==> src/rtl/interrupt_vector_fetch.sv <==
// -----------------------------------------------------------------------------
// interrupt_vector_fetch
//
// Interrupt front-end for the pipeline exception path. Sixteen external lines
// are edge-detected into a pending register. When the pipeline allows it, the
// lowest-numbered pending line is chosen and its handler address is read from
// the interrupt vector table over the emem request/response ports. The result
// {vector, handler} is offered to the exception logic, and the pending bit is
// cleared once the pipeline takes it.
//
// Ports
//   clk                clock, all state on the rising edge
//   reset              asynchronous reset, active low
//   interrupt          level interrupt lines, bit 0 is highest priority
//   int_enable         pipeline IF flag; a new selection starts only while 1
//   emem_valid/ready   vector-table read request handshake
//   emem_address       IDT_BASE + (vector << ENTRY_SHIFT)
//   emem_wr_en/data    write side, always 0 (read only)
//   emem_wr_size       bytes per table entry (constant)
//   emem_dp_valid/ready read-data handshake
//   emem_dp_read_data  handler address returned by the table
//   int_valid/ready    interrupt delivery handshake to the pipeline
//   int_vector         index of the delivered interrupt
//   int_handler        handler address of the delivered interrupt
//   int_pending        live pending register (status)
//   fsm_state          current controller state (debug)
//
// Handshake rule used on all three channels: a transfer happens on a rising
// edge where valid and ready are both 1. Once valid is raised it stays high,
// with its payload unchanged, until that transfer edge; ready may be asserted
// or dropped freely and never depends combinationally on valid.
// -----------------------------------------------------------------------------
module interrupt_vector_fetch #(
  parameter int                ADDRW       = 32,
  parameter int                DATAW       = 32,
  parameter int                NUM_INT     = 16,
  parameter logic [ADDRW-1:0]  IDT_BASE    = 32'h0000_0400,
  parameter int                ENTRY_SHIFT = 2,
  localparam int               VW          = $clog2(NUM_INT)
) (
  input  logic               clk,
  input  logic               reset,
  input  logic [NUM_INT-1:0] interrupt,
  input  logic               int_enable,
  output logic               emem_valid,
  input  logic               emem_ready,
  output logic [ADDRW-1:0]   emem_address,
  output logic               emem_wr_en,
  output logic [DATAW-1:0]   emem_wr_data,
  output logic [7:0]         emem_wr_size,
  input  logic               emem_dp_valid,
  output logic               emem_dp_ready,
  input  logic [DATAW-1:0]   emem_dp_read_data,
  output logic               int_valid,
  input  logic               int_ready,
  output logic [VW-1:0]      int_vector,
  output logic [DATAW-1:0]   int_handler,
  output logic [NUM_INT-1:0] int_pending,
  output logic [1:0]         fsm_state
);

  typedef enum logic [1:0] {
    S_IDLE    = 2'd0,
    S_REQ     = 2'd1,
    S_WAIT    = 2'd2,
    S_DELIVER = 2'd3
  } state_t;

  state_t             state;
  logic [NUM_INT-1:0] pending;
  logic [NUM_INT-1:0] prev_int;
  logic [VW-1:0]      vec;

  logic [NUM_INT-1:0] rise;
  logic [NUM_INT-1:0] clr_mask;
  logic [VW-1:0]      sel_vec;
  logic               deliver_hs;

  // Read-only port: the write side is permanently idle.
  assign emem_wr_en   = 1'b0;
  assign emem_wr_data = '0;
  assign emem_wr_size = 8'(1 << ENTRY_SHIFT);

  assign int_pending  = pending;
  assign fsm_state    = state;

  function automatic logic [ADDRW-1:0] entry_addr(input logic [VW-1:0] v);
    return IDT_BASE + (ADDRW'(v) << ENTRY_SHIFT);
  endfunction

  // ---------------------------------------------------------------------------
  // Pending register
  // ---------------------------------------------------------------------------
  assign rise       = interrupt & ~prev_int;
  assign deliver_hs = int_valid & int_ready;
  assign clr_mask   = deliver_hs ? (NUM_INT'(1) << vec) : '0;

  // The OR of rise is applied after the clear, so a new edge on the bit being
  // retired in the same cycle keeps that bit pending.
  always_ff @(posedge clk or negedge reset) begin
    if (!reset) begin
      prev_int <= '0;
      pending  <= '0;
    end else begin
      prev_int <= interrupt;
      pending  <= (pending & ~clr_mask) | rise;
    end
  end

  // Lowest set index wins; scanning downward lets the last hit be the lowest.
  always_comb begin
    sel_vec = '0;
    for (int i = NUM_INT - 1; i >= 0; i--) begin
      if (pending[i]) sel_vec = VW'(i);
    end
  end

  // ---------------------------------------------------------------------------
  // Fetch controller. Every handshake output is a flop that changes only on
  // the transition into or out of the state that owns it, so payloads are
  // stable for as long as valid is held.
  // ---------------------------------------------------------------------------
  always_ff @(posedge clk or negedge reset) begin
    if (!reset) begin
      state         <= S_IDLE;
      vec           <= '0;
      emem_valid    <= 1'b0;
      emem_address  <= '0;
      emem_dp_ready <= 1'b0;
      int_valid     <= 1'b0;
      int_vector    <= '0;
      int_handler   <= '0;
    end else begin
      case (state)
        S_IDLE: begin
          // int_enable only gates the start of a fetch; once past here the
          // fetch always runs to delivery.
          if (int_enable && (|pending)) begin
            vec          <= sel_vec;
            emem_address <= entry_addr(sel_vec);
            emem_valid   <= 1'b1;
            state        <= S_REQ;
          end
        end
        S_REQ: begin
          if (emem_ready) begin
            emem_valid    <= 1'b0;
            emem_address  <= '0;
            emem_dp_ready <= 1'b1;
            state         <= S_WAIT;
          end
        end
        S_WAIT: begin
          if (emem_dp_valid) begin
            emem_dp_ready <= 1'b0;
            int_handler   <= emem_dp_read_data;
            int_vector    <= vec;
            int_valid     <= 1'b1;
            state         <= S_DELIVER;
          end
        end
        S_DELIVER: begin
          // The pending clear for vec happens in the pending block on this
          // same edge.
          if (int_ready) begin
            int_valid   <= 1'b0;
            int_vector  <= '0;
            int_handler <= '0;
            state       <= S_IDLE;
          end
        end
        default: begin
          state <= S_IDLE;
        end
      endcase
    end
  end

  // ---------------------------------------------------------------------------
  // Handshake stability properties
  // ---------------------------------------------------------------------------
  a_req_stable : assert property (@(posedge clk) disable iff (!reset)
    (emem_valid && !emem_ready) |=> (emem_valid && $stable(emem_address)));

  a_int_stable : assert property (@(posedge clk) disable iff (!reset)
    (int_valid && !int_ready) |=>
      (int_valid && $stable(int_vector) && $stable(int_handler)));

endmodule

==> config.mk <==
export PLATFORM = sky130hd
export DESIGN_NAME = interrupt_vector_fetch
export DESIGN_NICKNAME = d
export VERILOG_FILES = /design/src/rtl/interrupt_vector_fetch.sv
export SDC_FILE = /design/constraint.sdc
export NUM_CORES = 1
export LEC_CHECK = 0
export ABC_AREA = 1
export CAP_MARGIN = 20
export CORE_ASPECT_RATIO = 1.2
export CORE_UTILIZATION = 42
export DETAILED_ROUTE_END_ITERATION = 8
export PLACE_DENSITY = 0.86
export SLEW_MARGIN = 20
export SYNTH_ARGS = -nofsm -noshare
export SYNTH_HDL_FRONTEND = slang
export SYNTH_SLANG_ARGS = --single-unit
==> constraint.sdc <==
create_clock -name clk -period 1.8 [get_ports clk]
set_input_delay 0.36 -clock clk [delete_from_list [all_inputs] [get_ports clk]]
set_output_delay 0.36 -clock clk [all_outputs]
set_load 0.005 [all_outputs]
==> run summary, run 1 <==
- completed — run status
- 586.2 MHz — highest achievable clock rate
- 14,110 um — first-pass GRT wire length
- 45 — largest net degree at the start of global routing
- 5 — DR pass1 iterations
- 8.663 ps — maximum clock skew at final layout
- 81 — post-synthesis sequential element count
- reg2out — critical setup path kind
- clkdlybuf4s50_1 — Crit-path slowest cell
- 350 ps — clock insertion delay at the later pin of the skew report
- 115 — count of buffers from port buffering
- done — TritonCTS clock tree
- 4.579 — vias per inst
- 0 — number of antenna violations at the first check in global routing
- clkbuf_8 — clock root cell
- int_pending[2] — worst min-delay path endpoint
- int_handler[29] — endpoint of the worst-slack reg-to-reg timing path
- 565.6 uV — largest voltage drop on the vdd net
- 33 — Cell variety after synth
- 2,937 — vias in the first global route
- 18.81% — global router's overall resource usage
- 94.77% — fin crit share
- 0 — total of endpoints with negative setup slack in the final report
- fsm_state[0] — reg2reg start
- primary output — type of destination of the critical path
- prev_int[2] — Hold Path Origin
- 3,141 — total number of vias
- 9.187% — fraction of layout cells with a size suffix above 1
- 9 — clock buffers created by TritonCTS
- 90.84 um — x dimension of the die
- 34.29% — signed area change from the synthesized netlist to the final layout
- 3 — number of H-tree levels
- 3978 um^2 — area of the mapped netlist
- 0 — Final Hold Vio Count
- clkdlybuf4s50_1 — commonest non-fill, non-tap cell in the layout
- 662 — DP Cell Count
- register — launching element type of the critical path
- 50.96% — post-synthesis sequential area ratio
- clkdlybuf4s50_1 — sequence of cells on the critical path
- 2 — number of buffers on the longest clock path
- 9865 um^2 — die outline area
- 13.72 um — routed wire length per instance
- 0.8625 — Placer Congestion
- 1350 ps — critical path arrival
- 10 — cell depth of the worst flop-to-flop path
- 1368 nW/um^2 — power per standard cell area
- 0 — maxcap violations
- 686 — final cell count without fillers
- 1 — Critical path buffers and inverters
- 6894 um — post-detailed-placement half-perimeter wirelength
- 0.007306 W — post-layout total power
- buffers and inverters — kind of cell with the highest combined delay on the critical path
- 43.57% — starting density of the core
- 9.186 um^2 — mean post-synth cell area
- 108.6 um — Vert. Die Dim
- 0 — Synthesis Warnings
- 1440 ps — Req. time, crit path
- 0 — total overflow reported by the global router
- 0 — DR DRC count
- 38 — std cell rows
- 417.7 ps — hold_ws
- 1706 ps — final critical path time including I/O delays and setup
- 140 — Iteration-0 DRC Markers
- 2.517 nW — standby leakage power
- reg2reg — path category of the worst min-delay check
- 114 x clkdlybuf4s50_1, 81 x dfrtp_1, 80 x inv_1, 68 x conb_1, 66 x o21ai_0 — most frequent cells in the layout
- 130 ps — R2R setup slack
- 1 — number of instances on the worst hold path
- 80 ps — CTS clock-pin slew for the worst setup and hold paths
- 0 — Final Slew Violations
- 9409 um — total wire length after detailed routing
- 184 — Boundary Pins
- 4 — critical path fanouts, max
- 540 ps — critical path's largest stage delay
- 433 — Cells after Synth
- 620 — net total in the final layout
- 0 — antenna cells
- 0 — number of nets still failing antenna checks after routing
- 81 — clock sinks
- 9129 um^2 — Std-Cell Core Area
## metrics by stage
stage | worst slack [ps] | utilization (%) | area (um^2) | TNS (ps)
after global routing | -40.62 | 58.51 | 5341 | -40.62
after global placement | 61.74 | 55.06 | 5026 | 0
after CTS | 3.179 | 57.42 | 5241 | 0
after detailed placement | -14.75 | 55.06 | 5026 | -18.83
after floorplan | 209.6 | - | 4225 | 0
final | 94.16 | 58.51 | 5341 | 0
## layout make-up
type | count | area (um^2)
Fill cell | 765 | 3787
Sequential cell | 81 | 2027
Timing Repair Buffer | 130 | 1336
Multi-Input combinational cell | 255 | 1308
Inverter | 84 | 315.3
Tap cell | 120 | 150.1
Clock buffer | 11 | 141.4
Clock inverter | 5 | 63.81
## timing repair
action / 4_1_cts / 5_1_grt
endpoints found under the hold margin: 24 / 0
hold buffers: 1 / 0
endpoints found under the setup margin: 0 / 37
gates resized for setup: 0 / 3
setup buffers: 0 / 5
## power breakdown
group | leakage (nW) | switching [W] | internal [W] | total, W
Clock | 0.100 | 0.000667 | 0.000689 | 0.00136
Combinational | 1.46 | 0.00162 | 0.00171 | 0.00334
Sequential | 0.960 | 0.000312 | 0.00230 | 0.00261
Total | 2.52 | 0.00260 | 0.00470 | 0.00731
## registers in the layout (all words and copies together), names as in the netlist
register,count
int_handler,32
fsm_state,2
prev_int,16
int_valid,1
emem_address,5
int_vector,4
vec,4
emem_dp_ready,1
int_pending,16
## Yosys cell counts, drive strengths merged
library cell | number | area (um^2)
nand4 | 1 | 12.51
dfrtp | 81 | 2027
conb | 2 | 7.510
or2 | 1 | 6.260
nand2 | 35 | 146.4
inv | 84 | 315.3
a21oi | 4 | 35.04
nor3 | 2 | 10.01
o211ai | 3 | 27.52
o21bai | 1 | 7.510
a21boi | 1 | 18.77
o22ai | 4 | 31.28
nand3 | 48 | 255.3
a31oi | 1 | 6.260
ha | 5 | 62.56
a22o | 1 | 8.760
buf | 77 | 578.1
nor2 | 8 | 47.54
clkbuf | 2 | 10.01
o21ai | 72 | 364.1
## how the worst max path moves through the flow
stage               slack (ps)  cells after the start           from               to
floorplan                  210                      9   fsm_state[0]  int_handler[14]
global placement            60                      7  emem_dp_valid   int_handler[7]
detailed placement         -10                      7  emem_dp_valid  int_handler[25]
CTS                          3                      9   fsm_state[0]  int_handler[10]
global route               -40                      8   fsm_state[1]  int_handler[29]
finish                      90                      1   fsm_state[1]     fsm_state[1]
## metal layers
layer  vias up  global-route usage [%]  part of all wire [%]
li1       1488                       -                     -
met1      1467                   20.91                    38
met2       163                   32.36                    51
met3        23                   6.470                   8.6
met4         0                   9.184                   2.7
met5         -                       0                     0
## kinds of logic (layout without fill, tap and decap cells)
kind of cell / count (synthesis) / after routing / synth area share [%]
buffers and inverters: 163 / 230 / 22.71
and+or+nand+nor: 95 / 95 / 12.02
AOI/OAI and AO/OA: 87 / 87 / 12.55
DFF: 81 / 81 / 50.96
adders and majority gates: 5 / 5 / 1.573
other: 2 / 68 / 0.1888
(Power assumes the default switching activity.)
==> run 2, diff against run 1 <==
--- a/config.mk
+++ b/config.mk
@@ -10,7 +10,7 @@
 export CORE_ASPECT_RATIO = 1.2
 export CORE_UTILIZATION = 42
 export DETAILED_ROUTE_END_ITERATION = 8
-export PLACE_DENSITY = 0.86
+export PLACE_DENSITY_LB_ADDON = 0.3
 export SLEW_MARGIN = 20
 export SYNTH_ARGS = -nofsm -noshare
 export SYNTH_HDL_FRONTEND = slang
==> run 2 against run 1 <==
Effect of this change:
- die area unchanged
- setup slack got worse by 52 ps
- final cell count decreased by 0.44%
- register-to-register slack got worse by 90 ps
- wire length decreased by 2.1%
- critical path type is now reg2reg
- largest power group unchanged
==> run summary, run 2 (synthesized netlist as in run 1, its figures left out) <==
- 569.0 MHz — highest achievable clock rate, -2.9%
- buffers and inverters — kind of cell with the highest combined delay on the critical path
- 0.8732 — Placer Congestion, +1.2%
- 108.6 um — Vert. Die Dim, unchanged
- 81 — clock sinks, unchanged
- 2060 ps — Req. time, crit path, +620 ps
- 97.64% — fin crit share, +2.9 points
- 2.515 nW — standby leakage power, about the same
- 128 — Iteration-0 DRC Markers, -8.6%
- 396.1 ps — hold_ws, -21.59 ps
- 1379 nW/um^2 — power per standard cell area, +0.84%
- 13,630 um — first-pass GRT wire length, -3.4%
- 9.796 ps — maximum clock skew at final layout, +1.133 ps
- 9865 um^2 — die outline area, unchanged
- 34.07% — signed area change from the synthesized netlist to the final layout
- 8.526% — fraction of layout cells with a size suffix above 1, -0.66 points
- inv_2 > ha_4 > inv_2 > or2_1 > o21ai_2 > a21oi_4 > buf_12 > clkbuf_16 > o21ai_0 — sequence of cells on the critical path
- 3 — number of H-tree levels, unchanged
- 4 — DR pass1 iterations, -1
- 0 — number of antenna violations at the first check in global routing, unchanged
- 350 ps — clock insertion delay at the later pin of the skew report, about the same
- 0 — total overflow reported by the global router, unchanged
- 2 — number of buffers on the longest clock path, unchanged
- dfrtp_1 — Crit-path slowest cell
- 0 — DR DRC count, unchanged
- 58.42% — fin util, -0.096 points
- inv_2 — most numerous cell on the critical path
- register — launching element type of the critical path
- 3,085 — total number of vias, -1.8%
- 0 — Final Hold Vio Count, unchanged
- 38 — std cell rows, unchanged
- int_handler — register bank with the most flops
- 42.57 ps — slack of the critical path, -51.59 ps
- 9209 um — total wire length after detailed routing, -2.1%
- register — type of destination of the critical path
- 0 — maxcap violations, unchanged
- 43.57% — starting density of the core, unchanged
- reg2reg — critical setup path kind
- 59 — largest net degree at the start of global routing, +31%
- 6697 um — post-detailed-placement half-perimeter wirelength, -2.9%
- 32 — number of flip-flops under the largest register name, unchanged
- 115 — count of buffers from port buffering, unchanged
- 80 ps — CTS clock-pin slew for the worst setup and hold paths, about the same
- 17.97% — global router's overall resource usage, -0.84 points
- 9129 um^2 — Std-Cell Core Area, unchanged
- 2,923 — vias in the first global route, -0.48%
- 4 — Critical path buffers and inverters, +3
- 0 — number of nets still failing antenna checks after routing, unchanged
- 2020 ps — critical path arrival, +670 ps
- 4.517 — vias per inst, -1.4%
- 1757 ps — final critical path time including I/O delays and setup, +51.59 ps
- 0 ps — final total negative setup slack, unchanged
- 9 — clock buffers created by TritonCTS, unchanged
- 0 — total of endpoints with negative setup slack in the final report, unchanged
- 420 ps — critical path's largest stage delay, -120 ps
- completed — run status
- 0 — Final Slew Violations, unchanged
- 0 — antenna cells, unchanged
- 0.007355 W — post-layout total power, +0.67%
- 820 — layout filler cell count, +7.2%
- 184 — Boundary Pins, unchanged
- done — TritonCTS clock tree
- 521.2 uV — largest voltage drop on the vdd net, -7.8%
- 90.84 um — x dimension of the die, unchanged
- 29 — critical path fanouts, max, +25
- 35.06 ps — worst-case setup slack after placement, +49.81 ps
- clkbuf_8 — clock root cell
- in2async — path category of the worst min-delay check
- 618 — net total in the final layout, -0.32%
- clkdlybuf4s50_1 — commonest non-fill, non-tap cell in the layout
- 13.48 um — routed wire length per instance, -1.7%
- 114 x clkdlybuf4s50_1, 81 x dfrtp_1, 80 x inv_1, 68 x conb_1, 54 x o21ai_0 — most frequent cells in the layout
## run 2: cell count changes in the layout (fill, tap and decap cells not counted), moves of 2 or more
cell / change
o21ai_1: +12
buf_4: -4
o21ai_0: -12
clkinv_4: -2
## run 2: timing repair
action | in CTS | in global routing
gates resized for setup | 0 | 16
setup endpoints to repair | 0 | 37
hold buffers | 1 | 0
hold endpoints to repair | 10 | 0
setup buffers | 0 | 3
## run 2: area by class of cell
class                           count  area, um^2  area share, %
Sequential cell                    81        2027          38.01
Tap cell                          120       150.1          2.816
Multi-Input combinational cell    255        1308          24.52
Inverter                           84       315.3          5.913
Clock buffer                       12       145.1          2.722
Clock inverter                      3       65.06          1.220
Timing Repair Buffer              128        1323          24.80
## run 2: final timing paths
kind,slack [ps],endpoint,depth (start not counted),from
worst max-delay path,40,int_handler[15],9,fsm_state[0]
worst max register to register,40,int_handler[15],9,fsm_state[0]
worst min register to register,410,int_pending[14],1,prev_int[14]
max in group asynchronous,890,prev_int[0],3,reset
min in group clk,410,int_pending[14],1,prev_int[14]
worst min-delay path,400,int_handler[6],2,reset
## run 2: through the flow
step / std cells / cell area [um^2]
2_1_floorplan: 499 / 4225
3_3_place_gp: 661 / 5006
3_5_place_dp: 661 / 5006
4_1_cts: 677 / 5226
5_1_grt: 683 / 5333
6_report: 683 / 5333
## run 2: where the power goes
part           internal [W]  switching [W]
clock network      0.000811       0.000622
logic               0.00170        0.00163
registers           0.00230       0.000288
## run 2: worst reg2reg max path: cells and delay by family, from the launching register on
kind / cells / cell delay, ps
buf+inv: 4 / 490
flops: 1 / 420
compound gates: 3 / 360
simple gates: 1 / 240
fa+ha+maj: 1 / 160
## run 2: routing by layer
metal	track usage, %	routed length (um)	vias up	part of all wire [%]
met4	8.730	136	0	1.5
met1	21.31	3685	1455	40
met3	4.079	658	10	7.1
met5	0	0	-	0
li1	-	-	1485	-
met2	30.95	4728	135	51
==> run 3, diff against run 2 <==
--- a/config.mk
+++ b/config.mk
@@ -5,12 +5,11 @@
 export SDC_FILE = /design/constraint.sdc
 export NUM_CORES = 1
 export LEC_CHECK = 0
-export ABC_AREA = 1
 export CAP_MARGIN = 20
 export CORE_ASPECT_RATIO = 1.2
 export CORE_UTILIZATION = 42
 export DETAILED_ROUTE_END_ITERATION = 8
-export PLACE_DENSITY_LB_ADDON = 0.3
+export PLACE_DENSITY = 0.82
 export SLEW_MARGIN = 20
 export SYNTH_ARGS = -nofsm -noshare
 export SYNTH_HDL_FRONTEND = slang
==> run 3 against run 2 <==
Effect of this change:
- wire length down 3.4%
- design area up 2.6%
- critical path depth down 4
- non-clock buffer count up 23
- largest cell class unchanged
- the flow now finishes with violations (setup timing)
- sequential share of layout area down 0.96 points
- critical path type unchanged
- via count up 0.94%
- sequential power up 2%
- count of clock-buffer cells in the layout down 1
- largest power group unchanged
- clock power down 6%
- global-route usage up 1.7 points
- core utilization up 1.8 points
==> run summary, run 3 <==
- complete, but fails checks — run status
- setup timing — violated checks
- clkbuf_8 — clock root cell
- 51.44% — share of the synthesized area in the top cell type, +0.49 points
- int_pending[2] — reg2reg start
- 38.87% — signed area change from the synthesized netlist to the final layout
- -295.0 ps — slack of the critical path, -337.6 ps
- 249 — Iteration-0 DRC Markers, +95%
- dfrtp_1 — Synth Flop Type
- 11 — total of endpoints with negative setup slack in the final report, +11
- 51.44% — post-synthesis sequential area ratio, +0.49 points
- 100.0% — async set-or-reset flop fraction in the synthesized netlist, unchanged
- 3,114 — total number of vias, +0.94%
- 81 — clock sinks, unchanged
- emem_address[10] — Setup crit end
- 0 — buffer count from post-CTS setup fixing, unchanged
- 13.43% — fraction of the mapped netlist area in compound gates, +0.88 points
- 0 — number of antenna violations at the first check in global routing, unchanged
- 614 — net total in the final layout, -0.65%
- 0.8151 — Placer Congestion, -6.7%
- 14,840 um — first-pass GRT wire length, +8.9%
- 5 — cell depth of the worst flop-to-flop path, -4
- int_pending[2] — timing startpoint of the critical path
- 3940 um^2 — area of the mapped netlist, -0.94%
- dfrtp_1 — library cell occupying the most area in the post-synthesis netlist
- 6.540% — global-route met3 utilization, +2.5 points
- 0 — Synthesis Warnings, unchanged
- int_handler — register bank with the most flops
- 4 — DR pass1 iterations, unchanged
- 32 — number of flip-flops under the largest register name, unchanged
- 7.272 ps — maximum clock skew at final layout, -2.523 ps
- buffers and inverters — dominant combinational cell family by area after synthesis
- 23.09% — met1 track demand over resource, +1.8 points
- 477.3 MHz — highest achievable clock rate, -16%
- 12.50% — fraction of layout cells with a size suffix above 1, +4.0 points
- 60.25% — fin util, +1.8 points
- 1284 nW/um^2 — power per standard cell area, -6.9%
- 38 — std cell rows, unchanged
- dfrtp_1 51%, buf_4 13%, o21ai_0 9.3% — cell types occupying the most area after synthesis
- 9 — clock buffers created by TritonCTS, unchanged
- 0% — fraction of synthesized cell area in xor and xnor cells, unchanged
- 2.535 nW — standby leakage power, +0.79%
- 0 — DR DRC count, unchanged
- 81 x dfrtp_1, 73 x o21ai_0, 69 x buf_4 — leading post-synthesis cells by instance count
- 0 — total overflow reported by the global router, unchanged
- met2 — GR peak layer
- 116.4% — fin crit share, +19 points
- 816.0 uV — largest voltage drop on the vdd net, +57%
- 0 — maxcap violations, unchanged
- 1.683% — portion of netlist area occupied by mux cells, +1.7 points
- reg2reg — critical setup path kind
- 759 — layout filler cell count, -7.4%
- 3,045 — vias in the first global route, +4.2%
- dfrtp_1 — most frequent cell after synthesis
- reg2reg — path category of the worst min-delay check
- 80 ps — CTS clock-pin slew for the worst setup and hold paths, about the same
- 0 — antenna cells, unchanged
- clkdlybuf4s50_1 — commonest non-fill, non-tap cell in the layout
- emem_address[10] — endpoint of the worst-slack reg-to-reg timing path
- 8897 um — total wire length after detailed routing, -3.4%
- 409 — Cells after Synth, -5.5%
- 90.42 um — x dimension of the die, -0.46%
- register — launching element type of the critical path
- yes — RSZ-0062 raised after global routing
- 9081 um^2 — Std-Cell Core Area, -0.52%
- done — TritonCTS clock tree
- 43.39% — starting density of the core, -0.19 points
- 2040 ps — Req. time, crit path, -20 ps
- 360 ps — clock insertion delay at the later pin of the skew report, about the same
- 0 — number of nets still failing antenna checks after routing, unchanged
- 2340 ps — critical path arrival, +320 ps
- 9774 um^2 — die outline area, -0.93%
- 19.70% — global router's overall resource usage, +1.7 points
- 4.579 — vias per inst, +1.4%
- 2 — number of buffers on the longest clock path, unchanged
- 114 x clkdlybuf4s50_1, 81 x dfrtp_1, 72 x o21ai_0, 68 x conb_1, 50 x nand2_1 — most frequent cells in the layout
- 2095 ps — final critical path time including I/O delays and setup, +337.6 ps
- register — type of destination of the critical path
- 0 — number of synthesized flops with an enable pin, unchanged
- 9.633 um^2 — mean post-synth cell area, +4.9%
- 6736 um — post-detailed-placement half-perimeter wirelength, +0.57%
- 32.06% — met2 Usage GRT, +1.1 points
- 3 — number of H-tree levels, unchanged
- 184 — Boundary Pins, unchanged
- 13.08 um — routed wire length per instance, -3.0%
- 1.588% — Post-Synth Adder-Cell Area, +0.015 points
- 4 — critical path fanouts, max, -86%
- -304.1 ps — worst-case setup slack after placement, -339.1 ps
- 81 — post-synthesis sequential element count, unchanged
- 15.08% — Synth Area in Simple Gates, +3.1 points
- 0 — Final Hold Vio Count, unchanged
- 63 — largest net degree at the start of global routing, +6.8%
- 0 — Final Slew Violations, unchanged
- -290 ps — R2R setup slack, -340 ps
- 34 — Cell variety after synth, +3.0%
- 108.1 um — Vert. Die Dim, -0.46%
- 115 — count of buffers from port buffering, unchanged
-- run 3: worst min-delay path by stage --
stage,from,to,cells past startpoint
finish,prev_int[8],int_pending[8],1
detailed placement,reset,int_handler[20],1
floorplan,reset,emem_address[10],0
global route,prev_int[12],int_pending[12],1
CTS,prev_int[8],int_pending[8],1
global placement,reset,int_handler[20],1
-- run 3: layer usage --
metal  vias to the layer above  share of wire [%]
met3                        23                9.6
met1                      1413                 40
met2                       179                 47
met4                         0                2.9
li1                       1499                  -
met5                         -                  0
-- run 3: logic make-up after synthesis --
group           after synthesis
fa+ha+maj                     5
mux                           6
flops                        81
buf+inv                     105
simple gates                118
compound gates               92
other cells                   2
-- run 3: layout make-up --
type	instances	area [um^2]	share of cell area [%]
clock inverter	5	63.81	1.166
clock buffer	11	141.4	2.584
sequential	81	2027	37.05
inverter	23	86.33	1.578
tap	120	150.1	2.744
multi-input combinational	289	1556	28.45
timing repair buffer	151	1446	26.43
-- run 3: report_power, final --
group / total, W / internal [W] / switching [W]
combinational: 0.00305 / 0.00164 / 0.00140
clock: 0.00135 / 0.000689 / 0.000664
sequential: 0.00263 / 0.00231 / 0.000316
total: 0.00703 / 0.00464 / 0.00238
-- run 3: through the flow --
stage	total power (W)	area [um^2]	hold slack (ps)	TNS [ps]	std cells
after CTS	0.007106	5472	419.2	-2748	680
after global routing	0.007561	5472	434.3	-3296	680
after floorplan	0.004131	4197	64.41	-2800	475
final	0.007027	5472	410.1	-2729	680
after detailed placement	0.005676	5228	319.4	-5331	663
after global placement	0.005565	5228	315.4	-2138	663
-- run 3: repair_timing --
item | in CTS | in global routing
setup endpoints to repair | 11 | 11
hold buffers | 1 | 0
hold endpoints to repair | 30 | 0
pin swaps | 5 | 4
resized for setup | 6 | 0
-- run 3: worst max-delay path, cell delays in order, from the launching register on --
cell     delay, ps
dfrtp_1        380
or4_4          560
o41ai_4        420
buf_4          200
nor2_4          50
a221o_2        370
==> variant, RTL diff (settings of run 2) <==
`pending` no longer has a reset.
--- a/src/rtl/interrupt_vector_fetch.sv
+++ b/src/rtl/interrupt_vector_fetch.sv
@@ -100,11 +100,13 @@
   always_ff @(posedge clk or negedge reset) begin
     if (!reset) begin
       prev_int <= '0;
-      pending  <= '0;
     end else begin
       prev_int <= interrupt;
-      pending  <= (pending & ~clr_mask) | rise;
     end
+  end
+
+  always_ff @(posedge clk) begin
+    pending <= (pending & ~clr_mask) | rise;
   end
 
   // Lowest set index wins; scanning downward lets the last hit be the lowest.
Check against the original RTL: not equivalent (a bounded check fails within 4 cycles, from zero or initial values and one cycle with reset low).
==> variant against run 2 <==
  * Sequential cell count is the same
  * Design area shrank 3.1%
  * Routed wire length shrank 6.9%
  * Worst setup slack gained 21 ps
  * Via count shrank 0.97%
  * Power shrank 2.6%
  * Synthesized area shrank 3.1%
  * Die area shrank 3.1%
  * Count of clock-buffer cells in the layout shrank 1
  * Non-clock buffer count shrank 2
==> variant: results (changes against run 2) <==
metric,value,unit,change
synth top area cells,"dfrtp_1 42%, buf_4 14%, o21ai_0 8.6%",,
hpwl dp,6130,um,-8.5%
Adder-Cell Fraction of Synth Area,0.0130,,-0.00274
r2r worst-path depth,10,,+1
layout cells sized above 1,0.0975,,+0.0123
Syn Area/Cell,8.86,sq um,-3.6%
Yosys top cell area share,0.422,,-0.0874
Synth top cells by count,"77 x inv_1, 70 x buf_4, 66 x o21ai_0",,
vias per cell,4.49,,-0.68%
Clk pwr share,0.166,,-0.029
CP endpoint,int_vector[0],,
P_leak,2.46,nW,-2.2%
reg-to-reg startpoint,fsm_state[0],,
Netlist cell types,30,,-9.1%
Initial DRC Count,75,,-41%
status,finished clean,,
initial antenna violation count,0,,unchanged
diodes inserted,0,,unchanged
pre-CTS WS,34.6,ps,-0.471 ps
GPL Wtd Cong,0.884,,+1.2%
yosys warns,0,,unchanged
Crit path max-delay family,buffers and inverters,,
vias in the first global route,2755,,-5.7%
ys async rst share,0.802,,-0.198
Clock Skew,11.5,ps,+1.75 ps
first-pass GRT wire length,12300,um,-9.5%
max incr delay on CP,390,ps,-30 ps
Placed Instance Area,4890,sq um,-2.3%
hold crit path type,in -> async,,
CP Launch Type,register,,
Max Clk Rate,576,MHz,+1.2%
buffer depth of the longest clock path,2,,unchanged
post-synthesis mux area share,0,,unchanged
Post-Synth XOR/XNOR Area,0,,unchanged
VDD IR max,0.522,mV,+0.11%
largest register by flop count,int_handler,,
Post-CTS Resized,0,,unchanged
Vias,3055,,-0.97%
Most used DFF post-synth,dfrtp_1,,
"antenna viol nets, final",0,,unchanged
Post-CTS Setup Bufs,0,,unchanged
# port buffers,115,,unchanged
htree depth,3,,unchanged
Reg2Reg Setup Slack,60,ps,+20 ps
total global-route track usage,0.170,,-0.00976
wire per inst,12.6,um,-6.6%
Crit Path Max Fanout,6,,-79%
CP Data Arrival Time,1950,ps,-70 ps
max reg flops,32,,unchanged
Logic pwr share,0.470,,+0.017
Cell Pwr Density,1390,nW/um^2,+0.48%
Compound-Gate Fraction of Synth Area,0.124,,-0.00112
"Seq/Total Area, Yosys",0.505,,-0.00424
Fin Hold WS,11.7,ps,-384 ps
largest net degree at the start of global routing,66,,+12%
clk root buf,clkbuf_8,,
Skew-Pair Late Insertion Delay,350,ps,about the same
switching power total,2.54,mW,about the same
Final #Nets,617,,-0.16%
cell count after placement,659,,-0.30%
## variant: changes by cell type after synthesis, moves of 4 or more
cell     before  now
dfrtp_1      81   65
dfxtp_1       0   16
buf_2         0    4
inv_1        81   77
## variant: final cells by class
class	instances	area [sq um]
fillers	753	3580
multi-input cells	258	1280
clock buffers	11	151
flip-flops and latches	81	1950
clock inverters	5	30.0
inverters	83	312
well taps	117	146
repair buffers	126	1310
## variant: worst min-delay path by stage
stage,from,cells after the start,to
after global placement,reset,2,int_handler[12]
after global routing,reset,2,int_handler[3]
after floorplan,reset,0,emem_address[10]
after detailed placement,reset,2,int_handler[17]
final,reset,2,int_handler[17]
after CTS,reset,2,int_handler[17]
## variant: per-layer routing
metal / vias to the layer above / share of wire / global-route usage
met5: - / 0 / 0
met1: 1418 / 0.42 / 0.206
li1: 1480 / - / -
met4: 0 / 0.028 / 0.0907
met2: 135 / 0.48 / 0.277
met3: 22 / 0.068 / 0.0385
